File: src/rtl/dispatch_unit.sv
// dispatch_unit: RV32IM decode, register renaming and dispatch to the issue queues.
// Operands are resolved from the regfile/RST or forwarded from the CDB in the same cycle.
module dispatch_decoder (
   input  logic [31:0] instr_i,
   output logic        int_enabler,
   output logic        mul_enabler,
   output logic        div_enabler,
   output logic        ldst_enabler,
   output logic [3:0]  op_o,
   output logic [31:0] imm_o,
   output logic        need_tag_o,
   output logic [1:0]  rs1_sel_o,
   output logic [1:0]  rs2_sel_o,
   output logic        jal_o,
   output logic        jalr_o,
   output logic        br_o
);
   logic [2:0] f3;
   logic [6:0] f7;
   logic [3:0] alu_op;
   logic [3:0] br_op;
   assign f3 = instr_i[14:12];
   assign f7 = instr_i[31:25];
   // bit 5 of the major opcode separates register ADD/SUB from ADDI
   assign alu_op = f3 == 3'd0 ? {3'd0, instr_i[5] & f7[5]} : f3 == 3'd1 ? 4'd5 :
                   f3 == 3'd2 ? 4'd8 : f3 == 3'd3 ? 4'd9 : f3 == 3'd4 ? 4'd4 :
                   f3 == 3'd5 ? (f7[5] ? 4'd7 : 4'd6) : f3 == 3'd6 ? 4'd3 : 4'd2;
   assign br_op = f3[2] ? 4'd8 + {1'b0, f3} : 4'd10 + {3'd0, f3[0]};
   always_comb begin
      int_enabler  = 1'b0;
      mul_enabler  = 1'b0;
      div_enabler  = 1'b0;
      ldst_enabler = 1'b0;
      op_o         = 4'd0;
      imm_o        = {{20{instr_i[31]}}, instr_i[31:20]};
      need_tag_o   = 1'b0;
      rs1_sel_o    = 2'd0;
      rs2_sel_o    = 2'd0;
      jal_o        = 1'b0;
      jalr_o       = 1'b0;
      br_o         = 1'b0;
      case (instr_i[6:0])
         7'b0110011: begin
            if (f7 == 7'b0000001) begin
               mul_enabler = ~f3[2];
               div_enabler = f3[2];
               op_o        = {2'd0, f3[1:0]};
               need_tag_o  = 1'b1;
            end else if (f7 == 7'd0 || (f7 == 7'h20 && (f3 == 3'd0 || f3 == 3'd5))) begin
               int_enabler = 1'b1;
               op_o        = alu_op;
               need_tag_o  = 1'b1;
            end
         end
         7'b0010011: begin
            int_enabler = 1'b1;
            op_o        = alu_op;
            rs2_sel_o   = 2'd1;
            need_tag_o  = 1'b1;
         end
         7'b0000011: if (f3 == 3'd2) begin
            ldst_enabler = 1'b1;
            rs2_sel_o    = 2'd1;
            need_tag_o   = 1'b1;
         end
         7'b0100011: if (f3 == 3'd2) begin
            ldst_enabler = 1'b1;
            op_o         = 4'd1;
         end
         7'b0110111, 7'b0010111: begin
            int_enabler = 1'b1;
            imm_o       = {instr_i[31:12], 12'd0};
            rs1_sel_o   = instr_i[5] ? 2'd1 : 2'd2;
            rs2_sel_o   = 2'd1;
            need_tag_o  = 1'b1;
         end
         7'b1101111: begin
            int_enabler = 1'b1;
            imm_o       = {{12{instr_i[31]}}, instr_i[19:12], instr_i[20], instr_i[30:21], 1'b0};
            rs1_sel_o   = 2'd2;
            rs2_sel_o   = 2'd2;
            need_tag_o  = 1'b1;
            jal_o       = 1'b1;
         end
         7'b1100111: if (f3 == 3'd0) begin
            int_enabler = 1'b1;
            rs1_sel_o   = 2'd2;
            rs2_sel_o   = 2'd2;
            need_tag_o  = 1'b1;
            jalr_o      = 1'b1;
         end
         7'b1100011: if (f3[2:1] != 2'b01) begin
            int_enabler = 1'b1;
            op_o        = br_op;
            imm_o       = {{20{instr_i[31]}}, instr_i[7], instr_i[30:25], instr_i[11:8], 1'b0};
            br_o        = 1'b1;
         end
         default: ;
      endcase
   end
endmodule

module dispatch_unit #(
   parameter int DATA_WIDTH     = 32,
   parameter int REGISTER_WIDTH = 7
) (
   input  logic                  clk,
   input  logic                  reset,
   input  logic [31:0]           Instruction,
   input  logic [DATA_WIDTH-1:0] PC_out,
   input  logic [5:0]            CDB_tag,
   input  logic                  CDB_valid,
   input  logic [DATA_WIDTH-1:0] CDB_data,
   input  logic                  CDB_branch,
   input  logic                  CDB_branch_taken,
   input  logic                  issueque_full_integer,
   input  logic                  issueque_full_ld_st,
   input  logic                  issueque_full_mul,
   input  logic                  issueque_full_div,
   output logic                  Read_enable,
   output logic                  jump_branch_valid,
   output logic [DATA_WIDTH-1:0] jump_branch_address,
   output logic [3:0]            dispatch_opcode,
   output logic                  dispatch_en_integer,
   output logic                  dispatch_en_ld_st,
   output logic                  dispatch_en_mul,
   output logic                  dispatch_en_div,
   output logic [5:0]            dispatch_rd_tag,
   output logic [DATA_WIDTH-1:0] dispatch_rs1_data,
   output logic [5:0]            dispatch_rs1_tag,
   output logic                  dispatch_rs1_valid,
   output logic [DATA_WIDTH-1:0] dispatch_rs2_data,
   output logic [5:0]            dispatch_rs2_tag,
   output logic                  dispatch_rs2_valid
);
   localparam int TW = REGISTER_WIDTH - 1;
   logic [DATA_WIDTH-1:0] rf_q [32];
   logic [31:0]           rst_v_q;
   logic [TW-1:0]         rst_t_q [32];
   logic [TW-1:0]         fifo_q [64];
   logic [5:0]            rd_ptr_q, rd_ptr_d, wr_ptr_q, wr_ptr_d;
   logic [6:0]            cnt_q, cnt_d;
   logic                  branch_q, branch_d;
   logic [DATA_WIDTH-1:0] target_q, target_d;
   logic                  int_en, mul_en, div_en, ls_en, need_tag, jal, jalr, br;
   logic [3:0]            op;
   logic [31:0]           imm;
   logic [1:0]            rs1_sel, rs2_sel;
   logic [4:0]            rs1, rs2, rd;
   logic                  fwd1, fwd2, v1, v2, full, stall, valid_ins, disp, pop;
   logic [DATA_WIDTH-1:0] d1, d2;

   dispatch_decoder Decoder (
      .instr_i(Instruction), .int_enabler(int_en), .mul_enabler(mul_en),
      .div_enabler(div_en), .ldst_enabler(ls_en), .op_o(op), .imm_o(imm),
      .need_tag_o(need_tag), .rs1_sel_o(rs1_sel), .rs2_sel_o(rs2_sel),
      .jal_o(jal), .jalr_o(jalr), .br_o(br)
   );

   assign rs1 = Instruction[19:15];
   assign rs2 = Instruction[24:20];
   assign rd  = Instruction[11:7];
   // x0 is never renamed or written, so it always resolves to valid data 0
   assign fwd1 = ~rst_v_q[rs1] & CDB_valid & (CDB_tag == rst_t_q[rs1]);
   assign fwd2 = ~rst_v_q[rs2] & CDB_valid & (CDB_tag == rst_t_q[rs2]);
   assign v1 = rst_v_q[rs1] | fwd1;
   assign v2 = rst_v_q[rs2] | fwd2;
   assign d1 = rst_v_q[rs1] ? rf_q[rs1] : fwd1 ? CDB_data : '0;
   assign d2 = rst_v_q[rs2] ? rf_q[rs2] : fwd2 ? CDB_data : '0;

   assign full = (int_en & issueque_full_integer) | (ls_en & issueque_full_ld_st) |
                 (mul_en & issueque_full_mul) | (div_en & issueque_full_div);
   assign stall = branch_q | full | (need_tag & cnt_q == 7'd0) | (jalr & ~v1);
   assign valid_ins = int_en | mul_en | div_en | ls_en;
   assign disp = valid_ins & ~stall;
   assign pop = disp & need_tag;

   assign Read_enable         = ~reset | (valid_ins ? disp : ~branch_q);
   assign dispatch_en_integer = reset & disp & int_en;
   assign dispatch_en_ld_st   = reset & disp & ls_en;
   assign dispatch_en_mul     = reset & disp & mul_en;
   assign dispatch_en_div     = reset & disp & div_en;
   assign jump_branch_valid   = reset & ((disp & (jal | jalr)) | (branch_q & CDB_branch & CDB_branch_taken));
   assign jump_branch_address = ~reset ? '0 : branch_q ? target_q :
                                jalr ? (d1 + imm) & ~32'd1 : PC_out + imm;
   assign dispatch_opcode     = reset ? op : 4'd0;
   assign dispatch_rd_tag     = reset ? fifo_q[rd_ptr_q] : '0;
   assign dispatch_rs1_data   = ~reset || rs1_sel == 2'd1 ? '0 : rs1_sel == 2'd2 ? PC_out : d1;
   assign dispatch_rs1_tag    = reset && rs1_sel == 2'd0 ? rst_t_q[rs1] : '0;
   assign dispatch_rs1_valid  = reset & (rs1_sel != 2'd0 | v1);
   assign dispatch_rs2_data   = ~reset ? '0 : rs2_sel == 2'd1 ? imm : rs2_sel == 2'd2 ? 32'd4 : d2;
   assign dispatch_rs2_tag    = reset && rs2_sel == 2'd0 ? rst_t_q[rs2] : '0;
   assign dispatch_rs2_valid  = reset & (rs2_sel != 2'd0 | v2);

   always_comb begin
      rd_ptr_d = rd_ptr_q + 6'(pop);
      wr_ptr_d = wr_ptr_q + 6'(CDB_valid);
      cnt_d    = cnt_q + 7'(CDB_valid) - 7'(pop);
      branch_d = disp & br ? 1'b1 : branch_q & CDB_branch ? 1'b0 : branch_q;
      target_d = disp & br ? PC_out + imm : target_q;
   end

   always_ff @(posedge clk or negedge reset) begin
      if (!reset) begin
         for (int i = 0; i < 32; i++) begin
            rf_q[i]    <= '0;
            rst_t_q[i] <= '0;
         end
         for (int i = 0; i < 64; i++) fifo_q[i] <= TW'(i);
         rst_v_q  <= '1;
         rd_ptr_q <= '0;
         wr_ptr_q <= '0;
         cnt_q    <= 7'd64;
         branch_q <= 1'b0;
         target_q <= '0;
      end else begin
         rd_ptr_q <= rd_ptr_d;
         wr_ptr_q <= wr_ptr_d;
         cnt_q    <= cnt_d;
         branch_q <= branch_d;
         target_q <= target_d;
         if (CDB_valid) fifo_q[wr_ptr_q] <= CDB_tag;
         for (int i = 1; i < 32; i++)
            if (CDB_valid && !rst_v_q[i] && rst_t_q[i] == CDB_tag) begin
               rst_v_q[i] <= 1'b1;
               rf_q[i]    <= CDB_data;
            end
         // a new rename of rd overrides a same-cycle CDB wakeup of that entry
         if (pop && rd != 5'd0) begin
            rst_v_q[rd] <= 1'b0;
            rst_t_q[rd] <= fifo_q[rd_ptr_q];
         end
      end
   end
endmodule

File: config.mk
export PLATFORM = sky130hd
export DESIGN_NAME = dispatch_unit
export DESIGN_NICKNAME = d
export VERILOG_FILES = /design/src/rtl/dispatch_unit.sv
export SDC_FILE = /design/constraint.sdc
export NUM_CORES = 2
export LEC_CHECK = 0
export BUFFER_PORTS_ARGS = -buffer_cell sky130_fd_sc_hd__buf_4
export CAP_MARGIN = 20
export CORE_ASPECT_RATIO = 1.1
export CORE_MARGIN = 10
export CORE_UTILIZATION = 25
export DETAILED_ROUTE_END_ITERATION = 12
export PLACE_DENSITY = 0.49
export SLEW_MARGIN = 5
export SYNTH_ARGS = -nofsm -noshare
export SYNTH_HDL_FRONTEND = slang
export SYNTH_HIERARCHICAL = 1
export SYNTH_SLANG_ARGS = --single-unit
File: constraint.sdc
create_clock -name clk -period 13.7 [get_ports clk]
set_input_delay 4.11 -clock clk [delete_from_list [all_inputs] [get_ports clk]]
set_output_delay 4.11 -clock clk [all_outputs]
set_load 0.01 [all_outputs]
==> impl_metrics.json <==
{
  "clk_pin_slew_ps": 60,
  "nNetsFinal": 7059,
  "tightest_slew_ps": 1239,
  "fillCellCount": 37302,
  "clkPwrFrac": 0.413,
  "overflow": 0,
  "wl_per_cell_um": 29.77,
  "drive_gt1_frac": 0.5289,
  "p_sw_uw": 3557,
  "row_count": 235,
  "use_met2": 0.2878,
  "ctsHtreeMaxLevel": 4,
  "synthFlopType": "dfrtp_1",
  "p_comb_frac": 0.155,
  "dr.first_iter.drc_count": 5579,
  "power.density_nw_per_um2": 118.1,
  "cpMostUsedCell": "buf_4",
  "detailed_place_hpwl_mm": 232.0,
  "startpoint_type": "input port",
  "worst-path-max-fanout": 9,
  "avgSynthCellArea_um2": 14.12,
  "io_pins": 237,
  "setup_viol": 0,
  "dp.cells": 11619,
  "drc_errors": 0,
  "place.gp.congestion": 0.9034,
  "cp.required_ps": 9590,
  "timing.fmax_ghz": 0.07338,
  "critPathMaxStageDelay_ps": 500,
  "via_per_inst": 5.260,
  "synth_edf_count": 0,
  "synth-seq-area-share": 0.4436,
  "die_area_um2": 400300,
  "drt_first_pass_iters": 6,
  "finClkSkew_ps": 131.2,
  "drv_slew": 0,
  "ys_ff_latch": 1652,
  "clockRootBuffer": "clkbuf_16",
  "track_usage": 0.1709,
  "grt_pass1_vias": 65802,
  "grt_max_degree": 167,
  "postRouteAntennaNets": 0,
  "p_leak_uw": 0.04942,
  "post-route-period-util": 0.9947,
  "crit_arrival_ps": 9520,
  "netlist_instances": 6644,
  "cap_violations": 0,
  "postSynth.asyncResetShare": 1.000,
  "finalCriticalPeriod_ps": 13630,
  "ys_types": 99,
  "die_w_um": 604.1,
  "yosysWarnings": 70,
  "grt_pass1_wl_mm": 504.1,
  "cp-end-kind": "output pin",
  "vdd_drop_max_mv": 0.1005,
  "cts_buffer_depth": 4,
  "outcome": "finished, final reports clean",
  "worst_skew_pair.late_latency_ps": 910,
  "p_sw_frac": 0.2739,
  "place_area_um2": 102700,
  "port-buffer-count": 236,
  "grt_use_met1": 0.2180,
  "grt_use_met3": 0.02614,
  "busiest_layer": "met2",
  "vias": 63117,
  "hp-class": "register to register",
  "cp_slowest_cell": "mux4_2",
  "path_class": "input port to output pin",
  "cts_buffers": 196,
  "p_int_uw": 9427,
  "clock-sinks": 1652,
  "final_area_um2": 109900,
  "finalHoldViolCount": 0,
  "dpl_worst_slack_ps": -403.7,
  "cts_tree": "done",
  "antenna_found_initial": 26,
  "holdWs_ps": 389.0,
  "drt-total-wl_mm": 357.2,
  "syn_area_um2": 93830,
  "seqPwrFrac": 0.432,
  "fin_ws_ps": 72.82,
  "start_util": 0.2515,
  "core_area_um2": 373100,
  "syn_nets": 6842,
  "maxSlewHeadroom": 0.1743,
  "final_cells": 12000,
  "area_growth_pct": 17.12,
  "die_h_um": 662.5
}
synth_stat cells, types with 6 or more instances:
| master | instances | area [µm²] |
|---|---|---|
| nand3b_1 | 11 | 82.58 |
| o21a_1 | 8 | 60.06 |
| a22oi_1 | 73 | 548.0 |
| a22o_1 | 32 | 280.3 |
| a21o_1 | 56 | 420.4 |
| mux2_2 | 1658 | 18670 |
| nor2_1 | 142 | 533.0 |
| inv_1 | 70 | 262.8 |
| o21bai_1 | 10 | 75.07 |
| a21oi_1 | 160 | 800.8 |
| a31oi_1 | 12 | 75.07 |
| buf_1 | 82 | 307.8 |
| xnor2_1 | 132 | 1156 |
| mux4_2 | 754 | 16980 |
| buf_6 | 6 | 67.56 |
| nor4_1 | 8 | 50.05 |
| and3_1 | 48 | 300.3 |
| nand2b_1 | 21 | 131.4 |
| and2_1 | 28 | 175.2 |
| nand2_1 | 176 | 660.6 |
| nor2b_1 | 19 | 118.9 |
| ha_1 | 84 | 1051 |
| o211ai_1 | 9 | 67.56 |
| nand3_1 | 70 | 350.3 |
| xor2_1 | 131 | 1147 |
| a211oi_1 | 49 | 367.9 |
| mux2_4 | 24 | 360.4 |
| nor3b_1 | 8 | 60.06 |
| nand4_1 | 45 | 281.5 |
| dfrtp_1 | 1427 | 35710 |
| o31ai_1 | 9 | 67.56 |
| nor3_4 | 29 | 471.7 |
| clkbuf_1 | 480 | 1802 |
| nor3_1 | 48 | 240.2 |
| or3_1 | 8 | 50.05 |
| dfstp_2 | 225 | 5912 |
| buf_2 | 41 | 205.2 |
| o21ai_0 | 113 | 565.5 |
| a221o_1 | 33 | 330.3 |
| mux2i_1 | 203 | 2032 |
state kept, by name, summed over array words and instances, names as in the netlist:
register  count
branch_q      1
cnt_q         7
fifo_q      384
rd_ptr_q      6
rf_q        992
rst_t_q     192
rst_v_q      32
target_q     32
wr_ptr_q      6
per-layer routing:
layer	wire, µm	vias up
met4	17230	10
met3	19800	671
met5	61	-
met1	145400	34388
met2	174700	2241
li1	-	25807
cell type report:
cell class / count / area [µm²] / area share
Multi-Input combinational cell: 4306 / 49780 / 0.4530
Sequential cell: 1652 / 41630 / 0.3788
Tap cell: 4977 / 6227 / 0.05666
Clock buffer: 288 / 5693 / 0.05180
Timing Repair Buffer: 634 / 5498 / 0.05003
Clock inverter: 62 / 768.2 / 0.006991
Inverter: 71 / 271.5 / 0.002471
Antenna cell: 10 / 25.02 / 0.0002277
metrics by stage:
step                      setup TNS (ps)    util  power (µW)
after floorplan                        0       -        6835
after global placement             -8894  0.2753        7628
after detailed placement           -2052  0.2754        7697
after CTS                              0  0.2931       13110
after global routing              -26.38  0.2945       13490
final                                  0  0.2945       12980
critical path: cells and delay by family:
kind,cells,cell delay [ps]
compound gates,6,1250
xor+xnor,2,520
fa+ha+maj,1,190
buf+inv,8,1270
mux,1,500
simple gates,7,1650
power groups by stage:
stage / combinational, µW / sequential, µW / clock (µW)
final: 2020 / 5610 / 5360
after global routing: 2150 / 5650 / 5690
after CTS: 2020 / 5610 / 5490
after detailed placement: 2010 / 5690 / 0
after global placement: 1970 / 5660 / 0
after floorplan: 1250 / 5580 / 0
layout by cell type, fill, tap and decap left out, types with 11 or more instances in the layout:
master     instances
mux2_2          1658
dfrtp_1         1423
mux4_2           754
buf_4            576
dfstp_2          225
clkbuf_16        202
mux2i_1          201
nand2_1          175
a21oi_1          152
nor2_1           142
xnor2_1          132
xor2_1           129
o21ai_0          101
ha_1              82
a22oi_1           73
inv_1             69
nand3_1           69
a21o_1            56
clkbuf_1          50
a211oi_1          47
and3_1            46
nand4_1           45
nor3_1            44
clkbuf_8          40
a221o_1           33
a22o_1            32
clkinv_2          32
buf_12            31
nor3_4            30
and2_1            27
mux2_4            24
nand2b_1          19
nor2b_1           17
bufinv_16         16
nand3b_1          11
final timing paths:
check                                        from                      end  slack (ps)  cells after the start
min in group asynchronous                   reset    rf_q[485]$_DFFE_PN0P_        3130                      1
min reg2reg                rst_v_q[0]$_DFFE_PN1P_   rst_v_q[0]$_DFFE_PN1P_         390                      0
min                        rst_v_q[0]$_DFFE_PN1P_   rst_v_q[0]$_DFFE_PN1P_         390                      0
max reg2reg                  rst_v_q[9]$_DFF_PN1_       cnt_q[6]$_DFF_PN1_        7840                     18
max                               Instruction[17]  jump_branch_address[15]          70                     25
max in group asynchronous                   reset    rf_q[625]$_DFFE_PN0P_        6150                      7
timing repair:
action | in CTS | in global routing
hold buffers | 0 | 0
gates cloned | 1 | 4
setup buffers | 3 | 4
setup endpoints to repair | 13 | 17
resized for setup | 20 | 43
pin swaps | 7 | 20
kinds of logic (layout without fill, tap and decap cells):
logic type	Yosys count	count (layout)	synth area share
adders and majority gates	87	87	0.01184
buffers and inverters	686	1055	0.02886
DFF	1652	1652	0.4436
muxes	2640	2640	0.4057
AOI/OAI and AO/OA	616	616	0.04416
other	0	10	0
and+or+nand+nor	700	700	0.04135
xor gates and xnor gates	263	263	0.02455
Power figures use the tool's default switching activity.
